--- config.mk ---
export PLATFORM = sky130hd
export DESIGN_NAME = video_mode_loader
export DESIGN_NICKNAME = d
export VERILOG_FILES = /design/src/rtl/video_mode_loader.sv
export SDC_FILE = /design/constraint.sdc
export NUM_CORES = 1
export LEC_CHECK = 0
export ABC_AREA = 1
export CAP_MARGIN = 25
export CORE_MARGIN = 3
export CORE_UTILIZATION = 50
export CTS_BUF_LIST = sky130_fd_sc_hd__clkbuf_4
export DETAILED_ROUTE_END_ITERATION = 8
export HOLD_SLACK_MARGIN = 0.08
export PLACE_DENSITY_LB_ADDON = 0.08
export SYNTH_ARGS = -nofsm -noshare
export SYNTH_HDL_FRONTEND = slang
export SYNTH_SLANG_ARGS = --single-unit
--- constraint.sdc ---
create_clock -name mem_clk -period 5.75 [get_ports mem_clk]
set_clock_uncertainty 0.15 [all_clocks]
set_input_delay 1.15 -clock mem_clk [delete_from_list [all_inputs] [get_ports mem_clk]]
set_output_delay 1.15 -clock mem_clk [all_outputs]
set_load 0.005 [all_outputs]
--- src/rtl/video_mode_loader.sv ---
// Loads one of four display timing modes into the video register bank over the shared register port.
// Optional readback verify of every write: define VIDEO_MODE_LOADER_VERIFY_EN.
module video_mode_loader #(
    parameter logic [23:0] BG_COLOR       = 24'h000000,
    parameter int unsigned VERIFY_RETRIES = 0
) (
    input  logic        mem_clk,
    input  logic        rst_ni,
    input  logic        start_i,
    input  logic [1:0]  mode_i,
    input  logic        depth_i,
    input  logic [63:0] base_i,
    output logic        bus_req_o,
    input  logic        bus_gnt_i,
    output logic        mem_en_o,
    output logic [3:0]  mem_we_o,
    output logic [11:0] mem_addr_o,
    output logic [31:0] mem_wrdata_o,
    input  logic [31:0] mem_rddata_i,
    output logic        busy_o,
    output logic        done_o,
    output logic        err_o,
    output logic [11:0] err_addr_o
);
    typedef enum logic [2:0] {S_IDLE, S_REQ, S_WRITE, S_READ, S_CHECK, S_DONE} state_e;
    localparam logic [4:0] LAST_IDX  = 5'd18;
    localparam logic [4:0] N_ENTRIES = 5'd19;

    if (VERIFY_RETRIES != 0) begin : g_bad_retries
        $error("video_mode_loader: VERIFY_RETRIES must be 0");
    end

    state_e      r_state, w_next;
    logic [4:0]  r_idx;
    logic [1:0]  r_mode;
    logic        r_depth;
    logic [63:0] r_base;
    logic        w_adv, w_access, w_start;
    logic [5:0]  w_word;
    logic [31:0] w_data;
    logic [7:0]  w_freq;
    logic [1:0]  w_pol;
    logic [10:0] w_ht, w_hd, w_hs, w_he, w_vt, w_vd, w_vs, w_ve;
    logic [13:0] w_bpl;

    assign w_start = (r_state == S_IDLE) && start_i;

    always_comb begin
        case (r_mode)
            2'd0: begin
                w_freq = 8'd25; w_pol = 2'b11;
                {w_ht, w_hd, w_hs, w_he} = {11'd800, 11'd640, 11'd656, 11'd752};
                {w_vt, w_vd, w_vs, w_ve} = {11'd525, 11'd480, 11'd490, 11'd492};
            end
            2'd1: begin
                w_freq = 8'd40; w_pol = 2'b00;
                {w_ht, w_hd, w_hs, w_he} = {11'd1056, 11'd800, 11'd840, 11'd968};
                {w_vt, w_vd, w_vs, w_ve} = {11'd628, 11'd600, 11'd601, 11'd605};
            end
            2'd2: begin
                w_freq = 8'd65; w_pol = 2'b11;
                {w_ht, w_hd, w_hs, w_he} = {11'd1344, 11'd1024, 11'd1048, 11'd1184};
                {w_vt, w_vd, w_vs, w_ve} = {11'd806, 11'd768, 11'd771, 11'd777};
            end
            default: begin
                w_freq = 8'd74; w_pol = 2'b00;
                {w_ht, w_hd, w_hs, w_he} = {11'd1650, 11'd1280, 11'd1390, 11'd1430};
                {w_vt, w_vd, w_vs, w_ve} = {11'd750, 11'd720, 11'd725, 11'd730};
            end
        endcase
    end

    // Bytes per line: hdisp * 4 or * 2, kept 8-byte aligned.
    assign w_bpl = (r_depth ? {2'b00, w_hd, 1'b0} : {1'b0, w_hd, 2'b00}) & 14'h3FF8;

    always_comb begin
        w_word = 6'h03;
        w_data = '0;
        case (r_idx)
            5'd0:  begin w_word = 6'h03; w_data = '0;                   end
            5'd1:  begin w_word = 6'h02; w_data = {31'd0, r_depth};     end
            5'd2:  begin w_word = 6'h04; w_data = {30'd0, w_pol};       end
            5'd3:  begin w_word = 6'h05; w_data = {24'd0, w_freq};      end
            5'd4:  begin w_word = 6'h06; w_data = {21'd0, w_hd};        end
            5'd5:  begin w_word = 6'h07; w_data = {21'd0, w_vd};        end
            5'd6:  begin w_word = 6'h08; w_data = {18'd0, w_bpl};       end
            5'd7:  begin w_word = 6'h09; w_data = {8'd0, BG_COLOR};     end
            5'd8:  begin w_word = 6'h00; w_data = r_base[31:0];         end
            5'd9:  begin w_word = 6'h01; w_data = r_base[63:32];        end
            5'd10: begin w_word = 6'h10; w_data = {21'd0, w_ht};        end
            5'd11: begin w_word = 6'h11; w_data = {21'd0, w_hd};        end
            5'd12: begin w_word = 6'h12; w_data = {21'd0, w_hs};        end
            5'd13: begin w_word = 6'h13; w_data = {21'd0, w_he};        end
            5'd14: begin w_word = 6'h14; w_data = {21'd0, w_vt};        end
            5'd15: begin w_word = 6'h15; w_data = {21'd0, w_vd};        end
            5'd16: begin w_word = 6'h16; w_data = {21'd0, w_vs};        end
            5'd17: begin w_word = 6'h17; w_data = {21'd0, w_ve};        end
            default: begin w_word = 6'h03; w_data = 32'd1;              end
        endcase
    end

    always_ff @(posedge mem_clk or negedge rst_ni) begin
        if (!rst_ni) r_state <= S_IDLE;
        else         r_state <= w_next;
    end

    always_comb begin
        w_next = r_state;
        case (r_state)
            S_IDLE:  if (start_i) w_next = S_REQ;
            S_REQ:   w_next = S_WRITE;
`ifdef VIDEO_MODE_LOADER_VERIFY_EN
            S_WRITE: if (bus_gnt_i) w_next = S_READ;
`else
            S_WRITE: if (bus_gnt_i) w_next = (r_idx == LAST_IDX) ? S_DONE : S_WRITE;
`endif
            S_READ:  if (bus_gnt_i) w_next = S_CHECK;
            S_CHECK: w_next = (r_idx == N_ENTRIES) ? S_DONE : S_WRITE;
            S_DONE:  w_next = S_IDLE;
            default: w_next = S_IDLE;
        endcase
    end

    always_comb begin
        w_access     = (r_state == S_WRITE) || (r_state == S_READ);
        bus_req_o    = r_state inside {S_REQ, S_WRITE, S_READ, S_CHECK};
        busy_o       = r_state inside {S_REQ, S_WRITE, S_READ, S_CHECK};
        done_o       = (r_state == S_DONE);
        mem_en_o     = w_access && bus_gnt_i;
        mem_we_o     = (r_state == S_WRITE) ? 4'hF : 4'h0;
        mem_addr_o   = w_access ? {4'd0, w_word, 2'b00} : '0;
        mem_wrdata_o = (r_state == S_WRITE) ? w_data : '0;
    end

    // With verify, an entry is complete only once its readback has been issued.
`ifdef VIDEO_MODE_LOADER_VERIFY_EN
    assign w_adv = (r_state == S_READ) && bus_gnt_i;
`else
    assign w_adv = (r_state == S_WRITE) && bus_gnt_i;
`endif

    always_ff @(posedge mem_clk or negedge rst_ni) begin
        if (!rst_ni) begin
            r_idx   <= '0;
            r_mode  <= '0;
            r_depth <= 1'b0;
            r_base  <= '0;
        end else if (w_start) begin
            r_idx   <= '0;
            r_mode  <= mode_i;
            r_depth <= depth_i;
            r_base  <= base_i;
        end else if (w_adv) begin
            r_idx <= r_idx + 5'd1;
        end
    end

`ifdef VIDEO_MODE_LOADER_VERIFY_EN
    logic [31:0] r_exp;
    logic [11:0] r_exp_addr, r_err_addr;
    logic        r_cmp, r_err;

    always_ff @(posedge mem_clk or negedge rst_ni) begin
        if (!rst_ni) begin
            r_exp      <= '0;
            r_exp_addr <= '0;
            r_cmp      <= 1'b0;
            r_err      <= 1'b0;
            r_err_addr <= '0;
        end else begin
            if (w_start) begin
                r_err      <= 1'b0;
                r_err_addr <= '0;
            end
            if (w_adv) begin
                r_exp      <= w_data;
                r_exp_addr <= {4'd0, w_word, 2'b00};
                r_cmp      <= (w_word > 6'h01);
            end
            if ((r_state == S_CHECK) && r_cmp && !r_err && (mem_rddata_i != r_exp)) begin
                r_err      <= 1'b1;
                r_err_addr <= r_exp_addr;
            end
        end
    end

    assign err_o      = r_err;
    assign err_addr_o = r_err_addr;
`else
    logic w_unused_rd;
    assign w_unused_rd = ^mem_rddata_i;
    assign err_o       = 1'b0;
    assign err_addr_o  = '0;
`endif
endmodule

After elaboration in Yosys (flattened, before gate mapping)
Cells that the tools add are included.
{ "totals": {"reg_bits": 75, "in_bits": 103, "output_inout_bits": 65, "wordCells": 73} }
{ "op_classes": {"add_sub_neg": 1, "eq_ne": 29, "n_mux": 24, "n_reduce_logical": 14} }
{ "op_table": {"columns": ["cell", "n"], "rows": [
  ["32-bit case mux with 15 select lines", 1],
  ["11-bit case mux with 3 select lines", 4],
  ["10-bit case mux with 3 select lines", 3],
  ["5-bit case mux with 17 select lines", 1],
  ["5-bit by 4-bit equality test with 1-bit output (second input constant)", 8],
  ["32-bit two-way mux", 1],
  ["9-bit case mux with 3 select lines", 1],
  ["7-bit case mux with 3 select lines", 1],
  ["5-bit by 3-bit equality test with 1-bit output (second input constant)", 4],
  ["5-bit equality test (second input constant)", 4],
  ["3-bit two-way mux", 5],
  ["3-bit case mux with 5 select lines", 1],
  ["13-bit two-way mux", 1],
  ["5-bit by 2-bit equality test with 1-bit output (second input constant)", 2],
  ["5-bit two-way mux", 2],
  ["8-bit two-way mux", 1],
  ["2-bit OR reduction", 4],
  ["3-bit by 2-bit equality test with 1-bit output (second input constant)", 2],
  ["3-bit equality test (second input constant)", 2],
  ["2-bit != test (second input constant)", 3],
  ["5-bit by 1-bit adder with 5-bit output (second input constant)", 1],
  ["5-bit by 1-bit equality test with 1-bit output (second input constant)", 1],
  ["5-bit zero test", 1],
  ["4-bit two-way mux", 1],
  ["11 further kinds", 13]
]} }

Longest topological paths before layout
Gate-level depths: netlist (run 1).
{ "logic_depth": {"ltp_word": 5, "depth_mapped": 12, "ltp_nobuf": 12} }

Worst setup path after synthesis (run 1)
Ideal clock, no wire load.
{ "synth_path": {"path_type": "register -> output", "startpoint": "register r_idx[0]", "endpoint": "output mem_wrdata_o[5]", "arrival_ns": 1.467, "required_time_ns": 4.450, "slack_ns": 2.983, "path_stages_with_launch": 11, "path_buffers": 0, "path_cell_list": "dfrtp_1 -> inv_1 -> ha_1 -> inv_1 -> nor2_1 -> nand2_1 -> o21ai_0 -> inv_1 -> nand2_1 -> nor2_1 -> nor2_1"} }
{ "synth_via": {"elab_chain_cells": 4, "word_cells_on_any_way": 23, "classes_between": "eq/ne (17); mux (2); reduce/logical (4)"} }
{ "synth_rtl": {"columns": ["item", "line", "source"], "rows": [
  ["start: declaration", "34", "logic [4:0] r_idx;"],
  ["start signal: assignment", "154", "r_idx <= r_idx + 5'd1;"],
  ["5-bit by 4-bit equality test with 1-bit output, or another cell as far along", "79", "case (r_idx)"],
  ["2-bit OR reduction (no line)", null, null],
  ["32-bit case mux with 15 select lines *", "79", null],
  ["32-bit two-way mux *", "132", "mem_wrdata_o = (r_state == S_WRITE) ? w_data : '0;"],
  ["end: declaration", "18", "output logic [31:0] mem_wrdata_o,"]
]} }
Every way passes the cells marked *; elsewhere a longest branch is shown, timed or not.

Final worst setup path (run 1)
{ "layout_path": {"startpoint": "register r_idx[0]", "endpoint": "output mem_wrdata_o[2]"} }
The elaborated chain is that of the path after synthesis.

==> results.yml, run 1 <==
run_status:
  status: "completed"
yosys:
  ys_warn_count: 0
  synth_edf_count: 0
  syn_area_um2: 4660
  synth_cell_types: 28
  ys.flop_type: "dfrtp_1"
  synth-async-reset-ratio_pct: 100
  synth_top_cell_area_share_pct: 40.3
  synth_seq_cells: 75
  yosys.area.top_type: "dfrtp_1"
  avgSynthCellArea_um2: 6.65
  synth_area_leaders: "dfrtp_1, nand2_1, buf_4, nor2_1, inv_1"
  syn-instance-count: 700
  yosysMostFrequentCell: "nand2_1"
  seq_area_frac_synth_pct: 40.3
  synth_top_cells_by_count: "nand2_1, dfrtp_1, nor2_1"
cts:
  numCtsBuffers: 9
  cts_tree: "built"
  hold_buffers: 0
  ctsResizeCount: 0
  post-cts-setup-buffer-count: 0
  cts_htree_levels: 3
  clk_pin_slew_ps: 140
  clock_latency_ps: 430
  clk_path_buf_depth: 2
  cts_root_buffer: "clkbuf_4"
  cts_sinks: 75
route:
  via_per_inst: 5.14
  post_drt_wl_per_cell_um: 14.6
  routed_wl_um: 13300
  post-route-drc-count: 0
  via_count: 4683
  drt_iter0_drc: 296
  antenna_left: 0
  drtPass1Iterations: 5
grt:
  antenna_found_initial: 0
  grt_max_degree: 76
  grt_overflow: 0
  grt_pass1_vias: 4340
  grt_usage_pct: 25.9
  grt_first_pass_wirelength_um: 21400
setup_path:
  path_cells: "inv_1, ha_1, nand2_1, nor2_4, nand2_1, nand3_1, nor2_1, a21oi_1, clkdlybuf4s50_1"
  cp_top_family: "simple AND/OR/NAND/NOR gates"
  worstSetupEndpointType: "primary output"
  crit_type: "reg -> out"
  cp-start-kind: "register"
  slowest_delay_ps: 670
  worst_ep_arrival_time_ps: 3140
  crit_fanout: 33
  cp_common_cell: "nand2_1"
  crit_buf_inv: 2
  crit_required_ps: 4450
  crit_slowest_cell: "nor2_4"
die:
  die_area_um2: 10500
  core_um2: 8890
  row_count: 34
  die_w_um: 103
  ios: 168
  start_util_pct: 52.4
  chipHeight_um: 103
timing:
  max_slew_margin_pct: 43.1
  worstMarginPinSlew_ps: 851
  setup_violations: 0
  finalCriticalPeriod_ps: 4440
  drv_slew: 0
  min_period_over_period_pct: 77.2
  hold_violations: 0
  rsz0062_at_grt: "false"
  fmax_mhz: 225
  tns_ps: 0
job:
  drv_cap: 0
placement:
  port_buffers: 115
  numPlacedInstances: 892
  dpl.hpwl_um: 9320
  place_congestion: 0.909
final_layout:
  drive_above_1_share_pct: 3.61
  area_growth_pct: 27.2
  antenna_cells: 0
  instances_no_fill: 911
  layout.nets: 912
  fillers: 816
  final_util_pct: 66.6
hold_path:
  min_path_type: "in -> async"
pwr:
  p_leak_uw: 0.00296
  ir_drop_mv: 0.203
  p_per_area_nw_per_um2: 395
[path summary, 6_finish.rpt]
path                       startpoint  cells after the start         endpoint  slack (ps)
min in group mem_clk       r_base[13]                      2       r_base[13]         350
hold / removal                 rst_ni                      1       r_base[30]         320
hold reg to reg            r_base[13]                      2       r_base[13]         350
setup reg to reg           r_state[0]                      9          r_depth        3400
max in group asynchronous      rst_ni                      2          r_depth        4590
setup / recovery             r_idx[0]                      9  mem_wrdata_o[2]        1310
[sequential cells by signal, summed over array words and instances (netlist names)]
name     flops
r_idx        5
r_base      64
r_depth      1
r_mode       2
r_state      3
[cells in the final DEF, fill, tap and decap left out, types with 2 or more instances in the layout]
cell,count
o22ai_1,2
nand3_1,22
a31oi_1,3
nor2_1,56
a22o_1,3
buf_4,2
inv_2,2
o211ai_1,3
ha_1,11
clkbuf_4,9
nand2_2,2
inv_1,47
o21ai_0,26
nor3_1,4
clkdlybuf4s50_1,114
bufinv_16,2
nor2_4,2
buf_16,2
nand4_1,6
a21oi_1,29
nor2_2,2
nand2_1,348
conb_1,20
dfrtp_1,75
[kinds of logic after synthesis]
group,after synthesis,share of synthesized area [%]
buf+inv,100,11.3
other cells,1,0.0805
flops,75,40.3
simple gates,445,37.5
fa+ha+maj,11,2.95
compound gates,68,7.90
[worst register-to-register path: stages, from the launching register on]
cell     delay [ps]
dfrtp_1         420
nor2_1           90
nand2_1          90
inv_1            70
nand2_2          50
buf_4           550
inv_2           340
buf_12          270
nand2_1         140
o21ai_0          80
[through the flow]
stage | hold WS (ps) | setup slack, ps | area (um2) | power, uW
finish | 322 | 1310 | 5930 | 2340
global route | 289 | 1060 | 5930 | 2540
CTS | 348 | 1270 | 5850 | 2300
detailed placement | 316 | 1770 | 5680 | 1900
global placement | 313 | 1790 | 5680 | 1860
floorplan | 299 | 2980 | 4730 | 1570
[where the power goes]
part           internal (uW)  switching (uW)  leakage (uW)
sequential               765             146      0.000940
clock                    180             215     0.0000861
combinational            381             652       0.00193
[routing by layer]
metal	part of all wire [%]	wire (um)	vias to the layer above	global-route usage, %
met2	47	6230	162	41.8
li1	-	-	2318	-
met1	46	6160	2181	36.6
met4	1.5	198	0	5.75
met5	0	0	-	0
met3	5.6	743	22	4.67
[layout make-up]
class | count | area (um2) | share of cell area (%)
Clock buffer | 9 | 67.6 | 1.14
Timing Repair Buffer | 119 | 1230 | 20.8
Inverter | 49 | 184 | 3.10
Multi-Input combinational cell | 544 | 2330 | 39.3
Tap cell | 108 | 135 | 2.28
Sequential cell | 75 | 1880 | 31.7
Clock inverter | 7 | 100 | 1.69
No activity file was read; power rests on OpenSTA's default activity.
==> inputs of run 2 (changes only) <==
Settings changed: CORE_UTILIZATION 50 to 47.
Clock period 5.75 ns to 4.2 ns, I/O delays scaled along.
==> run 2 against run 1 <==
Against the previous run:
- register-to-register slack got worse by 1300 ps
- critical path type unchanged
- via count rose by 0.34%
- power rose by 35%
- final cell count rose by 3.0%
- hold slack improved by 21 ps
- clock power rose by 35%
- critical path depth rose by 1
- sequential share of layout area fell by 0.29 points
- routed wire length fell by 0.84%
- die area rose by 6.0%
- first-iteration DRC count fell by 21%
- utilization fell by 3.1 points
==> results.yml, run 2 (same netlist as run 1, synthesis figures left out) <==
cts:
  clk_pin_slew_ps: 130
  cts_root_buffer: "clkbuf_4"
  clk_path_buf_depth: 2
  cts_htree_levels: 3
  clock_latency_ps: 410
  numCtsBuffers: 9
  cts_sinks: 75
  cts_tree: "built"
route:
  post_drt_wl_per_cell_um: 14.1
  antenna_left: 0
  via_per_inst: 5.01
  routed_wl_um: 13200
  via_count: 4699
  drt_iter0_drc: 234
  drtPass1Iterations: 5
  post-route-drc-count: 0
final_layout:
  instances_no_fill: 938
  multiInputGateArea_um2: 2330
  area_growth_pct: 28.4
  drive_above_1_share_pct: 4.33
  layout_common_cells: "nand2_1, clkdlybuf4s50_1, dfrtp_1, nor2_1, inv_1"
  seq_area_um2: 1880
  final_area_um2: 5980
  largestRegisters: "r_base: 64 flops, r_idx: 5 flops, r_state: 3 flops"
  antenna_cells: 0
  layout.nets: 918
  top_register: "r_base"
  fillers: 898
  final_common_cell: "nand2_1"
  largest_reg_flops: 64
  final_util_pct: 63.5
setup_path:
  worst_ep_arrival_time_ps: 2990
  r2r_cells: 9
  crit_type: "reg -> out"
  endpoint: "mem_wrdata_o[0]"
  r2r-end: "r_idx[3]"
  crit_fanout: 5
  worstSetupEndpointType: "primary output"
  critical_path_cell_count: 10
  reg2reg_slack_ps: 2100
  cp-start-kind: "register"
  crit_buf_inv: 3
  path_cells: "ha_1, inv_1, nor2_1, ha_1, inv_1, nand2_1, nor2_1, nand4_1, a21oi_1, clkdlybuf4s50_1"
  cp_top_family: "buffers and inverters"
  crit_slowest_cell: "clkdlybuf4s50_1"
  slowest_delay_ps: 550
  r2r-start: "r_state[2]"
  startpoint: "r_idx[0]"
  crit_required_ps: 3210
pwr:
  ir_drop_mv: 0.331
  p_leak_uw: 0.00298
  p_per_area_nw_per_um2: 528
timing:
  hold_violations: 0
  worstMarginPinSlew_ps: 681
  tns_ps: 0
  rsz0062_at_grt: "false"
  finalCriticalPeriod_ps: 3980
  fmax_mhz: 251
  holdWs_ps: 343
  drv_slew: 0
  max_slew_margin_pct: 54.6
  min_period_over_period_pct: 94.9
  setup_violations: 0
job:
  drv_cap: 0
die:
  core_um2: 9420
  start_util_pct: 49.5
  die_w_um: 106
  ios: 168
  chipHeight_um: 106
  die_area_um2: 11100
  row_count: 35
grt:
  grt_first_pass_wirelength_um: 21900
  antenna_found_initial: 0
  grt_pass1_vias: 4537
  grt_usage_pct: 24.1
  top_usage_layer: "met2"
  grt_util_met2_pct: 40.5
  grt_max_degree: 76
  grtUsageMet3_pct: 3.86
  grt_overflow: 0
  grt_use_met1_pct: 33.2
placement:
  dpl.hpwl_um: 9700
  numPlacedInstances: 920
  dpl_cell_area_um2: 5770
  place_congestion: 0.945
  port_buffers: 115
run_status:
  status: "completed"
hold_path:
  min_path_type: "reg -> reg"
-- run 2: per-stage QoR --
step | power (uW) | setup slack, ps
3_3_place_gp | 2580 | 732
2_1_floorplan | 2150 | 1740
5_1_grt | 3440 | 8.92
3_5_place_dp | 2630 | 731
4_1_cts | 3180 | 231
6_report | 3160 | 216
-- run 2: worst reg2reg max path: stages, from the launching register on --
cell and delay, ps:
dfrtp_1 420, inv_1 110, nand2_1 230, nor2_2 330, buf_4 220, nand2_1 110, inv_1 130, nand2_1 80
o21ai_0 150, a21oi_1 60
-- run 2: layout make-up --
type	count	share of cell area [%]
Multi-Input combinational cell	544	39.0
Sequential cell	75	31.4
Timing Repair Buffer	125	21.0
Inverter	49	3.08
Tap cell	129	2.70
Clock inverter	6	1.57
Clock buffer	10	1.26
-- run 2: metal layers --
metal / up-vias / wire [um]
met1: 2186 / 5800
met3: 7 / 911
li1: 2328 / -
met2: 178 / 6420
met4: 0 / 87
met5: - / 0
-- run 2: what timing repair did --
item	CTS	global route
hold endpoints to repair	0	5
setup buffers	0	0
hold buffers	0	1
resized for setup	0	0
-- run 2: how the worst min path moves through the flow --
stage,start,endpoint,slack (ps),depth (start not counted)
floorplan,r_base[0],r_base[0],300,2
global placement,r_base[60],r_base[60],310,2
detailed placement,r_base[25],r_base[25],310,2
CTS,r_base[25],r_base[25],350,2
global route,r_base[25],r_base[25],370,2
finish,r_base[62],r_base[62],340,2
-- run 2: report_power, final --
part	internal, uW	switching [uW]
clock network	255	277
registers	1050	194
logic	510	877
total	1810	1350
==> inputs of run 3 (changes only) <==
Settings changed: GPL_TIMING_DRIVEN from default to 0.
==> run 3 against run 2 <==
Against the previous run:
- the flow now finishes with violations (DRC)
- via count up 4.9%
- non-clock buffer count up 43
- register-to-register slack better by 60 ps
- clock power rose by 2%
- highest routed layer unchanged
==> results.yml, run 3 (same netlist as run 1, synthesis figures left out) <==
run_status:
  status: "finished with violations"
  violations: "DRC"
cts:
  clock_latency_ps: 440
  cts_tree: "built"
  cts_sinks: 75
  cts_root_buffer: "clkbuf_4"
  clk_path_buf_depth: 2
  post-cts-setup-buffer-count: 0
  clk_pin_slew_ps: 130
  cts_htree_levels: 3
  numCtsBuffers: 9
timing:
  hold_violations: 0
  fmax_mhz: 247
  max_slew_margin_pct: 57.2
  setup_violations: 0
  drv_slew: 0
  finalCriticalPeriod_ps: 4050
  worstMarginPinSlew_ps: 642
  min_period_over_period_pct: 96.5
  rsz0062_at_grt: "false"
final_layout:
  multiInputGateArea_um2: 2330
  top_register: "r_base"
  fillers: 846
  area_growth_pct: 34.1
  largestRegisters: "r_base: 64 flops, r_idx: 5 flops, r_state: 3 flops"
  seq_area_um2: 1880
  drive_above_1_share_pct: 8.45
  final_common_cell: "nand2_1"
  antenna_cells: 0
  instances_no_fill: 981
  largest_reg_flops: 64
  layout_common_cells: "nand2_1, clkdlybuf4s50_1, dfrtp_1, nor2_1, inv_1"
  layout.nets: 961
  final_util_pct: 66.4
pwr:
  p_per_area_nw_per_um2: 525
  seqPwrFrac_pct: 37.8
  power.net_switching_uw: 1420
  finalPower_uw: 3280
  power_frac_clock_pct: 16.6
  ir_drop_mv: 0.288
  p_leak_uw: 0.00317
  p_sw_share_pct: 43.4
  power.internal_uw: 1860
  combPwrFrac_pct: 45.6
die:
  die_area_um2: 11100
  core_um2: 9420
  row_count: 35
  die_w_um: 106
  chipHeight_um: 106
  start_util_pct: 49.5
  ios: 168
route:
  drt_iter0_drc: 391
  antenna_left: 0
  via_per_inst: 5.02
  routed_wl_um: 14400
  drtPass1Iterations: 7
  via_count: 4929
  post_drt_wl_per_cell_um: 14.6
  post-route-drc-count: 2
grt:
  grt_first_pass_wirelength_um: 23000
  grt_pass1_vias: 4625
  grt_usage_pct: 25.7
  antenna_found_initial: 0
  grt_max_degree: 68
  grt_overflow: 0
setup_path:
  slowest_delay_ps: 550
  crit_type: "reg -> out"
  cp_common_cell: "nand2_1"
  crit_required_ps: 3210
  worstSetupEndpointType: "primary output"
  crit_buf_inv: 3
  cp-start-kind: "register"
  cp_top_family: "simple AND/OR/NAND/NOR gates"
  crit_slowest_cell: "clkdlybuf4s50_1"
  worst_ep_arrival_time_ps: 3060
  path_cells: "inv_1, ha_1, nand2_1, nand2_1, nand2_1, inv_1, nor2_1, nand4_1, a21oi_1, clkdlybuf4s50_1"
  crit_fanout: 4
placement:
  port_buffers: 115
  dpl.hpwl_um: 11000
  place_congestion: 0.957
  numPlacedInstances: 964
hold_path:
  min_path_type: "reg -> reg"
job:
  drv_cap: 0
-- run 3: metal layers --
layer  up-vias  part of all wire (%)  global-route usage (%)
li1       2414                     -                       -
met1      2285                    43                    35.3
met2       209                    48                    42.9
met3        21                   6.9                    3.86
met4         0                   1.5                    6.29
met5         -                     0                       0
-- run 3: power by group through the flow --
stage	Combinational [uW]	Clock, uW	Sequential [uW]
2_1_floorplan	952	0	1200
3_3_place_gp	1440	0	1230
3_5_place_dp	1480	0	1250
4_1_cts	1490	548	1230
5_1_grt	1680	575	1280
6_report	1500	543	1240
-- run 3: what timing repair did --
action | CTS | global route
endpoints found under the hold margin | 8 | 0
setup endpoints to repair | 0 | 3
hold buffers | 1 | 0
gates resized for setup | 0 | 1
-- run 3: path summary, 6_finish.rpt --
| check | from | to | slack, ps | depth (start not counted) |
|---|---|---|---|---|
| worst max-delay path | r_idx[1] | mem_wrdata_o[0] | 150 | 10 |
| worst min-delay path | r_base[5] | r_base[5] | 350 | 2 |
| worst max register to register | r_state[2] | r_idx[3] | 2160 | 8 |
| worst min register to register | r_base[5] | r_base[5] | 350 | 2 |
| max in group asynchronous | rst_ni | r_base[33] | 2740 | 3 |
| min in group asynchronous | rst_ni | r_base[40] | 580 | 2 |
-- run 3: final cells by class --
class	instances	share of cell area, %
Buffer	51	5.45
Clock buffer	9	1.08
Clock inverter	7	1.60
Inverter	49	2.94
Multi-Input combinational cell	544	37.3
Sequential cell	75	30.0
Tap cell	129	2.58
Timing Repair Buffer	117	19.0
-- run 3: worst min-delay path: stages, from the launching register on --
cell and delay [ps]:
dfrtp_1 360, nand2_1 50, nand2_1 60
-- run 3: through the flow --
stage	setup TNS, ps	instance area, um2	setup WS [ps]	hold slack [ps]
after global placement	-29170	6040	-397	313
after global routing	0	6250	44.5	372
after CTS	0	6240	181	349
after floorplan	0	4730	1740	299
final	0	6250	148	348
after detailed placement	0	6070	676	316
